$ cat src/rtl/pc_gen.sv
// Fetch-stage program-counter generator: selects the next fetch address from
// sequential, branch, exception and ERET sources and registers it as pc.
module pc_gen #(
  parameter logic [31:0] RESET_VECTOR = 32'hBFC0_0000,
  parameter logic [31:0] EXC_VECTOR   = 32'hBFC0_0380
) (
  input  logic        clock,
  input  logic        reset,
  input  logic        stall,
  input  logic        flush_exc,
  input  logic        eret,
  input  logic [31:0] epc,
  input  logic        br_taken,
  input  logic [31:0] br_target,
  output logic [31:0] fetch_addr,
  output logic [31:0] pc,
  output logic        pc_valid,
  output logic        adel,
  output logic        redirect
);

  logic [31:0] r_pc;
  logic        r_pcValid;
  logic        r_adel;
  logic        r_brPend;
  logic [31:0] r_brPendTgt;

  logic [31:0] w_fetchAddr;
  logic [31:0] w_seqAddr;
  logic        w_exceptional;

  assign w_seqAddr     = r_pc + 32'd4;
  assign w_exceptional = flush_exc | eret;

  // Exception and ERET outrank stall; a held branch only fires once unstalled.
  always_comb begin
    w_fetchAddr = w_seqAddr;
    if (flush_exc)
      w_fetchAddr = EXC_VECTOR;
    else if (eret)
      w_fetchAddr = epc;
    else if (stall)
      w_fetchAddr = r_pc;
    else if (br_taken)
      w_fetchAddr = br_target;
    else if (r_brPend)
      w_fetchAddr = r_brPendTgt;
  end

  // pc resets one word below the reset vector so the first fetch lands on it.
  always_ff @(posedge clock or posedge reset) begin
    if (reset) begin
      r_pc      <= RESET_VECTOR - 32'd4;
      r_pcValid <= 1'b0;
      r_adel    <= 1'b0;
    end else begin
      r_pc      <= w_fetchAddr;
      r_pcValid <= 1'b1;
      r_adel    <= (w_fetchAddr[1:0] != 2'b00);
    end
  end

  always_ff @(posedge clock or posedge reset) begin
    if (reset) begin
      r_brPend    <= 1'b0;
      r_brPendTgt <= 32'd0;
    end else if (w_exceptional || !stall) begin
      r_brPend <= 1'b0;
    end else if (br_taken) begin
      r_brPend    <= 1'b1;
      r_brPendTgt <= br_target;
    end
  end

  assign fetch_addr = w_fetchAddr;
  assign pc         = r_pc;
  assign pc_valid   = r_pcValid;
  assign adel       = r_adel;
  assign redirect   = w_exceptional | (!stall & (br_taken | r_brPend));

endmodule
$ cat config.mk
export PLATFORM = sky130hd
export DESIGN_NAME = pc_gen
export DESIGN_NICKNAME = d
export VERILOG_FILES = /design/src/rtl/pc_gen.sv
export SDC_FILE = /design/constraint.sdc
export NUM_CORES = 1
export LEC_CHECK = 0
export CAP_MARGIN = 20
export CELL_PAD_IN_SITES_DETAIL_PLACEMENT = 1
export CELL_PAD_IN_SITES_GLOBAL_PLACEMENT = 1
export CORE_MARGIN = 2
export CORE_UTILIZATION = 43
export DETAILED_ROUTE_END_ITERATION = 10
export DONT_BUFFER_PORTS = 1
export PLACE_DENSITY_LB_ADDON = 0.1
export SYNTH_ARGS = -nofsm -noshare
export SYNTH_HDL_FRONTEND = slang
export SYNTH_SLANG_ARGS = --single-unit
$ cat constraint.sdc
create_clock -name clock -period 2.76 [get_ports clock]
set_input_delay 0.69 -clock clock [delete_from_list [all_inputs] [get_ports clock]]
set_output_delay 0.69 -clock clock [all_outputs]
set_load 0.05 [all_outputs]
# [Word level (Yosys, flattened, before mapping)]
# Index checks and enable logic that the tools add are counted.
[totals] ff_bits=67 input_bits=70 out_inout_bits=67 wordCells=23
[classes] add_sub_neg=1 mux=7 n_bitwise=5 n_reduce_logical=5
[ops] op="32-bit two-way mux" count=5
[ops] op="32-bit by 3-bit adder with 32-bit output, second input constant" count=1
[ops] op="2-bit nonzero test" count=2
[ops] op="1-bit bitwise OR" count=3
[ops] op="1-bit two-way mux" count=2
[ops] op="2-bit AND reduction" count=1
[ops] op="1-bit bitwise AND" count=1
[ops] op="1-bit logical NOT" count=1
[ops] op="1-bit logical OR" count=1
[ops] op="1-bit NOT" count=1

# [Logic depth before layout (Yosys ltp)]
# Gate-level depths: netlist of run 1.
[logic_depth] depth_word=7 depth_mapped=7 mapped_depth_nobuf=6

# [Least setup slack after synthesis of run 1]
# No wires, ideal clock.
[synth_timing] path_type="register to output" start="register r_pc[4] (netlist: pc[4])" end="output fetch_addr[19]" arrival_time_ns=4.247 t_required_ns=2.070 path_slack_ns=-2.177 stages_incl_launch_ff=7 path_buffers=1 cell_sequence="dfstp_2 buf_4 nand4_1 nor4_4 nand4_1 mux2i_1 a2111oi_0"
[synth_between] elab_chain_len=6
[synth_rtl] item="start: declaration" line_no="22" rtl="logic [31:0] r_pc;"
[synth_rtl] item="start signal: assignment" line_no="53" rtl="r_pc <= RESET_VECTOR - 32'd4;"
[synth_rtl] item="start signal: assignment" line_no="57" rtl="r_pc <= w_fetchAddr;"
[synth_rtl] item="32-bit by 3-bit adder with 32-bit output" line_no="32" rtl="assign w_seqAddr = r_pc + 32'd4;"
[synth_rtl] item="32-bit two-way mux" line_no="46" rtl="else if (r_brPend)"
[synth_rtl] item="32-bit two-way mux" line_no="44" rtl="else if (br_taken)"
[synth_rtl] item="32-bit two-way mux" line_no="42" rtl="else if (stall)"
[synth_rtl] item="32-bit two-way mux" line_no="40" rtl="else if (eret)"
[synth_rtl] item="32-bit two-way mux" line_no="38" rtl="if (flush_exc)"
[synth_rtl] item="end: declaration" line_no="15" rtl="output logic [31:0] fetch_addr,"
# No other way between the ends.

# [Worst setup path in the final report of run 1]
[layout_timing] start="register r_pc[3] (netlist: pc[3])" end="output fetch_addr[30]"
# The elaborated chain is that of the path after synthesis.

==> results of run 1 <==
[per-stage QoR]
stage	util (%)	hold slack, ns	TNS [ns]	area, um^2
global route	63.90	0.3093	-10.94	6131
floorplan	-	0.4591	-1.265	4524
detailed placement	56.12	0.4917	-0.3002	5384
CTS	61.91	0.3038	-7.478	5939
finish	63.90	0.2855	-8.043	6131
global placement	56.12	0.4712	-0.003552	5384
[critical path: stages, from the launching register on]
cell	delay (ns)
sky130_fd_sc_hd__dfstp_4	0.66
sky130_fd_sc_hd__ha_4	0.16
sky130_fd_sc_hd__nand4_4	0.09
sky130_fd_sc_hd__nor4_4	0.22
sky130_fd_sc_hd__nand4_1	0.21
sky130_fd_sc_hd__mux2_4	0.36
sky130_fd_sc_hd__a2111oi_4	0.25
sky130_fd_sc_hd__buf_12	0.19
[cell usage after synthesis (all sizes together), types with 4 or more instances]
library cell   n  area share [%]
nor2b          9             1.3
a2111oi        8             1.9
nor3           7            0.84
buf           18             2.7
o21ai         35             4.2
nand4         13             2.3
nand2b         7             1.0
inv           19             1.7
a221oi        11             2.3
a211oi         7             1.3
a21oi         39             4.7
clkbuf        18             1.6
and3           7             1.1
mux2          34             9.2
a32o           4            0.96
dfrtp         39              23
nand2         31             2.8
o22ai          8             1.2
a22oi          4            0.72
nor2          29             2.6
dfstp         28              18
mux2i         13             3.1
nor4           6             1.6
nand3         14             2.0
[flip-flops by register name, indices dropped and copies added, names as in the netlist]
signal	count
pc	32
pc_valid	1
r_brPendTgt	32
r_brPend	1
adel	1
[cells by family after synthesis]
family | count (synthesis) | share of synthesized area [%]
and+or+nand+nor | 143 | 19.25
adders and majority gates | 1 | 0.2985
buffers and inverters | 56 | 6.149
muxes | 47 | 12.33
DFF | 67 | 40.84
other | 1 | 0.08947
AOI/OAI and AO/OA | 136 | 21.04
[placed cells by master, fill, tap and decap left out, types with 5 or more instances in the layout]
cell type                   count
sky130_fd_sc_hd__a2111oi_4      6
sky130_fd_sc_hd__a211oi_1       6
sky130_fd_sc_hd__a21oi_1       32
sky130_fd_sc_hd__a21oi_2        5
sky130_fd_sc_hd__a221oi_1       9
sky130_fd_sc_hd__and3_1         5
sky130_fd_sc_hd__buf_12        17
sky130_fd_sc_hd__buf_4         73
sky130_fd_sc_hd__buf_6         20
sky130_fd_sc_hd__clkbuf_8       9
sky130_fd_sc_hd__dfrtp_1       39
sky130_fd_sc_hd__dfstp_2       20
sky130_fd_sc_hd__dfstp_4        8
sky130_fd_sc_hd__inv_1         18
sky130_fd_sc_hd__mux2_2        32
sky130_fd_sc_hd__mux2i_1       10
sky130_fd_sc_hd__nand2_1       29
sky130_fd_sc_hd__nand2b_1       7
sky130_fd_sc_hd__nand3_4        6
sky130_fd_sc_hd__nand4_1       12
sky130_fd_sc_hd__nor2_1        24
sky130_fd_sc_hd__nor2b_1        8
sky130_fd_sc_hd__nor4_4         5
sky130_fd_sc_hd__o21ai_0       20
sky130_fd_sc_hd__o21ai_1        6
sky130_fd_sc_hd__o21ai_4        5
sky130_fd_sc_hd__o22ai_1        8
[power by group through the flow]
| stage | Clock (mW) | Combinational, mW | Sequential, mW |
|---|---|---|---|
| finish | 0.820 | 0.949 | 1.27 |
| global route | 0.868 | 0.999 | 1.28 |
| CTS | 0.823 | 0.910 | 1.26 |
| detailed placement | 0 | 0.860 | 1.28 |
| global placement | 0 | 0.836 | 1.27 |
| floorplan | 0 | 0.518 | 1.39 |
[final timing paths]
| path | startpoint | endpoint |
|---|---|---|
| hold / removal | reset | r_brPendTgt[9] |
| min in group clock | flush_exc | pc[6] |
| setup reg to reg | pc[2] | pc[27] |
| hold reg to reg | r_brPendTgt[20] | r_brPendTgt[20] |
| max in group asynchronous | reset | pc[4] |
| setup / recovery | pc[3] | fetch_addr[30] |
[metal layers]
metal  GRT usage (%)  up-vias  part of all wire (%)
met5               0        -                     0
met3           9.559       29                   7.1
met1           39.18     2174                    41
met4           8.806        0                   1.9
li1                -     1849                     -
met2           51.03      175                    50
[area by class of cell]
cell class | instances | area [um^2] | area share [%]
tap | 133 | 166.4 | 2.714
multi-input combinational | 328 | 2855 | 46.57
sequential | 67 | 1742 | 28.41
clock inverter | 3 | 40.04 | 0.6531
clock buffer | 13 | 138.9 | 2.265
timing repair buffer | 110 | 1114 | 18.16
inverter | 20 | 75.07 | 1.224
[what timing repair did]
item | in CTS | in global routing
endpoints found under the setup margin | 28 | 30
hold buffers | 0 | 0
gates cloned | 0 | 0
setup buffers | 17 | 9
pin swaps | 30 | 27
resized for setup | 60 | 32
==> summary.json, run 1 <==
{
  "cts": {
    "clk_pin_slew_ns": 0.08,
    "clock_sinks": 67,
    "cts_tree": "yes",
    "cts-buffers-inserted": 9,
    "root_buffer": "sky130_fd_sc_hd__clkbuf_8",
    "clk_latency_ns": 0.36,
    "clock_tree.buffer_depth": 2,
    "ctsHtreeMaxLevel": 3
  },
  "route": {
    "detailroute.via_count": 4227,
    "postRouteWirelength_um": 16860,
    "firstDrtPassIters": 5,
    "avgViaCountPerCell": 6.272,
    "remaining_drc_errors": 0,
    "detail-route-antenna-nets": 0,
    "detailedRoute.firstIterationViolations": 178,
    "wl_per_cell_um": 25.02
  },
  "outcome": {
    "failing_checks": "negative setup slack",
    "run_status": "complete, but fails checks"
  },
  "logic_synthesis": {
    "synthesis.area_um2": 4192,
    "asyncSetResetFlopFracSynth_pct": 100.0,
    "synth.ff_latch_count": 67,
    "synthesis.nets": 522,
    "dominantRegCellSynth": "sky130_fd_sc_hd__dfrtp_1",
    "synthesis.area_per_instance_um2": 9.294,
    "number_of_cells_produced_by_synthesis": 451,
    "ys_warn_count": 0,
    "ys_seq_area_share_pct": 40.84,
    "count_of_flip_flops_with_a_built_in_enable_after_synthesis": 0,
    "synth.lib_cells_used.distinct": 61
  },
  "pwr": {
    "comb_power_share_pct": 31.3,
    "portion_of_total_power_attributed_to_the_clock_network_pct": 27.0,
    "worst_ir_drop_vdd_mv": 0.2803,
    "total_switching_power_mw": 1.097,
    "internal_power_of_the_cells_mw": 1.940,
    "pwr_density_cell_nw_per_um2": 495.3,
    "power.share.switching_pct": 36.11,
    "total_leakage_power_nw": 2.492,
    "power.total_mw": 3.037,
    "sequential_share_of_power_pct": 41.7
  },
  "sta": {
    "maxSlewHeadroom_pct": 43.54,
    "finalHoldViolCount": 0,
    "final_max_slew_viol_count": 0,
    "report.final.setup_viol": 28,
    "timing.fmax_mhz": 312.4,
    "finalWorstSetupSlack_ns": -0.4406,
    "setup_clock_skew_after_layout_ns": 0.01091,
    "worst-slew-pin-transition_ns": 0.8469,
    "period_share_pct": 116.0,
    "grt_setup_unrepaired": "true",
    "finalCriticalPeriod_ns": 3.201
  },
  "cells_and_area": {
    "areaGrowthSynthToFinish_pct": 46.27,
    "drive_gt1_share_pct": 48.61,
    "design.final.nets": 607,
    "final.fill_count": 1029,
    "layout.cells.non_filler": 674,
    "antenna_cells_inserted": 0
  },
  "place": {
    "globalplace.congestion": 0.8925,
    "post-dp-hpwl_um": 10870,
    "place.port_buffers": 0,
    "dp.cells": 637,
    "preCtsSetupSlack_ns": -0.08528
  },
  "floorplanning": {
    "die_w_um": 102.7,
    "row_count": 36,
    "fp.coreArea_um2": 9594,
    "die_y_extent_um": 102.7,
    "floorplan.io_pins": 137,
    "die-area_um2": 10550,
    "initial_util_pct": 43.69
  },
  "worst_hold_path": {
    "min_path_type": "in -> async"
  },
  "global_routing": {
    "maximum_number_of_pins_on_one_net_before_global_route_repair": 88,
    "final_global_route_overflow_total": 0,
    "grt_use_total_pct": 30.86,
    "grt_first_pass_wirelength_um": 24430,
    "antenna_violations_before_repair": 0,
    "first_global_vias": 4504
  },
  "critical_path": {
    "worstSetupEndpointType": "output port",
    "crit_path_max_fo": 4,
    "worst-endpoint-arrival_ns": 2.51,
    "worst_ep_required_time_ns": 2.07,
    "setup.worst_path.class": "reg -> out",
    "rrSetupSlack_ns": 0.51,
    "critPathLaunchType": "flip-flop",
    "worst-r2r-cell-count": 8
  },
  "job": {
    "maxCapViolCount": 0
  }
}
Note: power is estimated with default switching activity, not from simulation.
==> run 2: changes to the inputs <==
Settings changed: CORE_MARGIN 2 to 1.5.
==> summary.json, run 2 (synthesized netlist as in run 1, its figures left out) <==
{
  "outcome": {
    "run_status": "complete, but fails checks",
    "failing_checks": "negative setup slack"
  },
  "cells_and_area": {
    "layout_commonest_cell": "sky130_fd_sc_hd__buf_4",
    "final_cell_mix": "76 x sky130_fd_sc_hd__buf_4, 39 x sky130_fd_sc_hd__dfrtp_1, 32 x sky130_fd_sc_hd__mux2_2, 32 x sky130_fd_sc_hd__a21oi_1, 29 x sky130_fd_sc_hd__nand2_1",
    "areaGrowthSynthToFinish_pct": 46.96,
    "postLayoutCoreUtil_pct": 66.04,
    "final_area_um2": 6160,
    "layout.cells.non_filler": 677,
    "drive_gt1_share_pct": 50.18,
    "antenna_cells_inserted": 0,
    "design.final.nets": 614
  },
  "cts": {
    "clk_pin_slew_ns": 0.08,
    "ctsHtreeMaxLevel": 3,
    "clock_sinks": 67,
    "cts.hold.buffers_added": 0,
    "cts_tree": "yes",
    "clk_latency_ns": 0.36,
    "clock_tree.buffer_depth": 2,
    "cts-buffers-inserted": 9,
    "root_buffer": "sky130_fd_sc_hd__clkbuf_8"
  },
  "pwr": {
    "power.total_mw": 2.999,
    "pwr_density_cell_nw_per_um2": 486.8,
    "total_leakage_power_nw": 2.507,
    "worst_ir_drop_vdd_mv": 0.3459
  },
  "sta": {
    "finalHoldViolCount": 0,
    "grt_setup_unrepaired": "true",
    "finalWorstSetupSlack_ns": -0.5379,
    "timing.setup.tns_ns": -9.664,
    "worst-slew-pin-transition_ns": 0.9027,
    "final_max_slew_viol_count": 0,
    "finalCriticalPeriod_ns": 3.298,
    "maxSlewHeadroom_pct": 39.82,
    "setup_clock_skew_after_layout_ns": 0.01577,
    "period_share_pct": 119.5,
    "timing.fmax_mhz": 303.2,
    "report.final.setup_viol": 30
  },
  "floorplanning": {
    "fp.coreArea_um2": 9328,
    "row_count": 35,
    "die-area_um2": 10350,
    "die_w_um": 101.7,
    "floorplan.io_pins": 137,
    "initial_util_pct": 44.94,
    "die_y_extent_um": 101.7
  },
  "critical_path": {
    "crit_chain": "nand4_1 > nor4_4 > buf_6 > nand4_1 > mux2i_1 > a2111oi_4 > buf_12",
    "critical_path.top_delay_family": "simple AND/OR/NAND/NOR gates",
    "critical_path.slowest_cell": "sky130_fd_sc_hd__dfstp_2",
    "r2r_end": "pc[27]",
    "crit_path_max_fo": 5,
    "worst-endpoint-arrival_ns": 2.61,
    "worst_ep_required_time_ns": 2.07,
    "rrSetupSlack_ns": 0.41,
    "critical_path_cell_count": 7,
    "critical_path.startpoint": "pc[9]",
    "setup.worst_path.class": "reg -> out",
    "buffering_stage_count_on_the_worst_path_with_inverters_included": 2,
    "worst_reg2reg_startpoint": "pc[9]",
    "critical-path-max-stage-delay_ns": 0.59,
    "path_common_cell": "sky130_fd_sc_hd__nand4_1",
    "worstSetupEndpointType": "output port",
    "worst-r2r-cell-count": 7,
    "critPathCapture": "fetch_addr[19]",
    "critPathLaunchType": "flip-flop"
  },
  "route": {
    "detailroute.via_count": 4390,
    "detailedRoute.firstIterationViolations": 295,
    "detail-route-antenna-nets": 0,
    "postRouteWirelength_um": 18540,
    "remaining_drc_errors": 0,
    "firstDrtPassIters": 5,
    "wl_per_cell_um": 27.38,
    "avgViaCountPerCell": 6.484
  },
  "place": {
    "post-dp-hpwl_um": 11060,
    "dpl_cell_area_um2": 5396,
    "place.port_buffers": 0,
    "dp.cells": 632,
    "globalplace.congestion": 0.8629
  },
  "job": {
    "maxCapViolCount": 0
  },
  "global_routing": {
    "maximum_number_of_pins_on_one_net_before_global_route_repair": 88,
    "first_global_vias": 4527,
    "antenna_violations_before_repair": 0,
    "final_global_route_overflow_total": 0,
    "grt_use_total_pct": 32.71,
    "grt_first_pass_wirelength_um": 25390
  },
  "worst_hold_path": {
    "min_path_type": "in -> async"
  }
}
run 2: power by group:
group	switching (mW)	internal (mW)	total (mW)	leakage, nW
combinational	0.594	0.383	0.978	1.66
clock	0.420	0.322	0.743	0.0791
sequential	0.127	1.15	1.28	0.768
total	1.14	1.86	3.00	2.51
run 2: per-layer routing:
metal  wire length (um)  GRT usage (%)
met5                  0              0
met4                606          11.43
met3               1691          9.869
met2               9011          54.67
met1               7230          40.13
run 2: worst min path at each step:
stage | from | endpoint | slack [ns]
after floorplan | r_brPendTgt[8] | r_brPendTgt[8] | 0.46
after global placement | r_brPendTgt[8] | r_brPendTgt[8] | 0.47
after detailed placement | r_brPendTgt[8] | r_brPendTgt[8] | 0.49
after CTS | reset | pc[1] | 0.31
after global routing | reset | pc_valid | 0.32
final | reset | pc[1] | 0.29
run 2: final cells by class:
| cell class | count | area, um^2 |
|---|---|---|
| Inverter | 20 | 75.07 |
| Fill cell | 986 | 3168 |
| Timing Repair Buffer | 117 | 1207 |
| Clock inverter | 5 | 30.03 |
| Multi-Input combinational cell | 328 | 2813 |
| Sequential cell | 67 | 1742 |
| Tap cell | 129 | 161.4 |
| Clock buffer | 11 | 131.4 |
run 2: stage by stage:
| stage | worst slack (ns) | hold slack [ns] |
|---|---|---|
| 2_1_floorplan | -0.3198 | 0.4591 |
| 3_3_place_gp | -0.04077 | 0.4747 |
| 3_5_place_dp | -0.09945 | 0.4917 |
| 4_1_cts | -0.4575 | 0.3069 |
| 5_1_grt | -0.5879 | 0.3234 |
| 6_report | -0.5379 | 0.2876 |
run 2: timing repair:
action	CTS	global route
endpoints found under the setup margin	29	30
pin swaps	35	31
buffers inserted	14	16
resized for setup	59	33
run 2: worst register-to-register path, stage by stage, from the launching register on:
cell and delay, ns:
sky130_fd_sc_hd__dfstp_2 0.59, sky130_fd_sc_hd__nand4_1 0.24, sky130_fd_sc_hd__nor4_4 0.34, sky130_fd_sc_hd__buf_6 0.17, sky130_fd_sc_hd__buf_4 0.14, sky130_fd_sc_hd__nand4_1 0.14
sky130_fd_sc_hd__mux2i_1 0.21, sky130_fd_sc_hd__o21ai_4 0.39
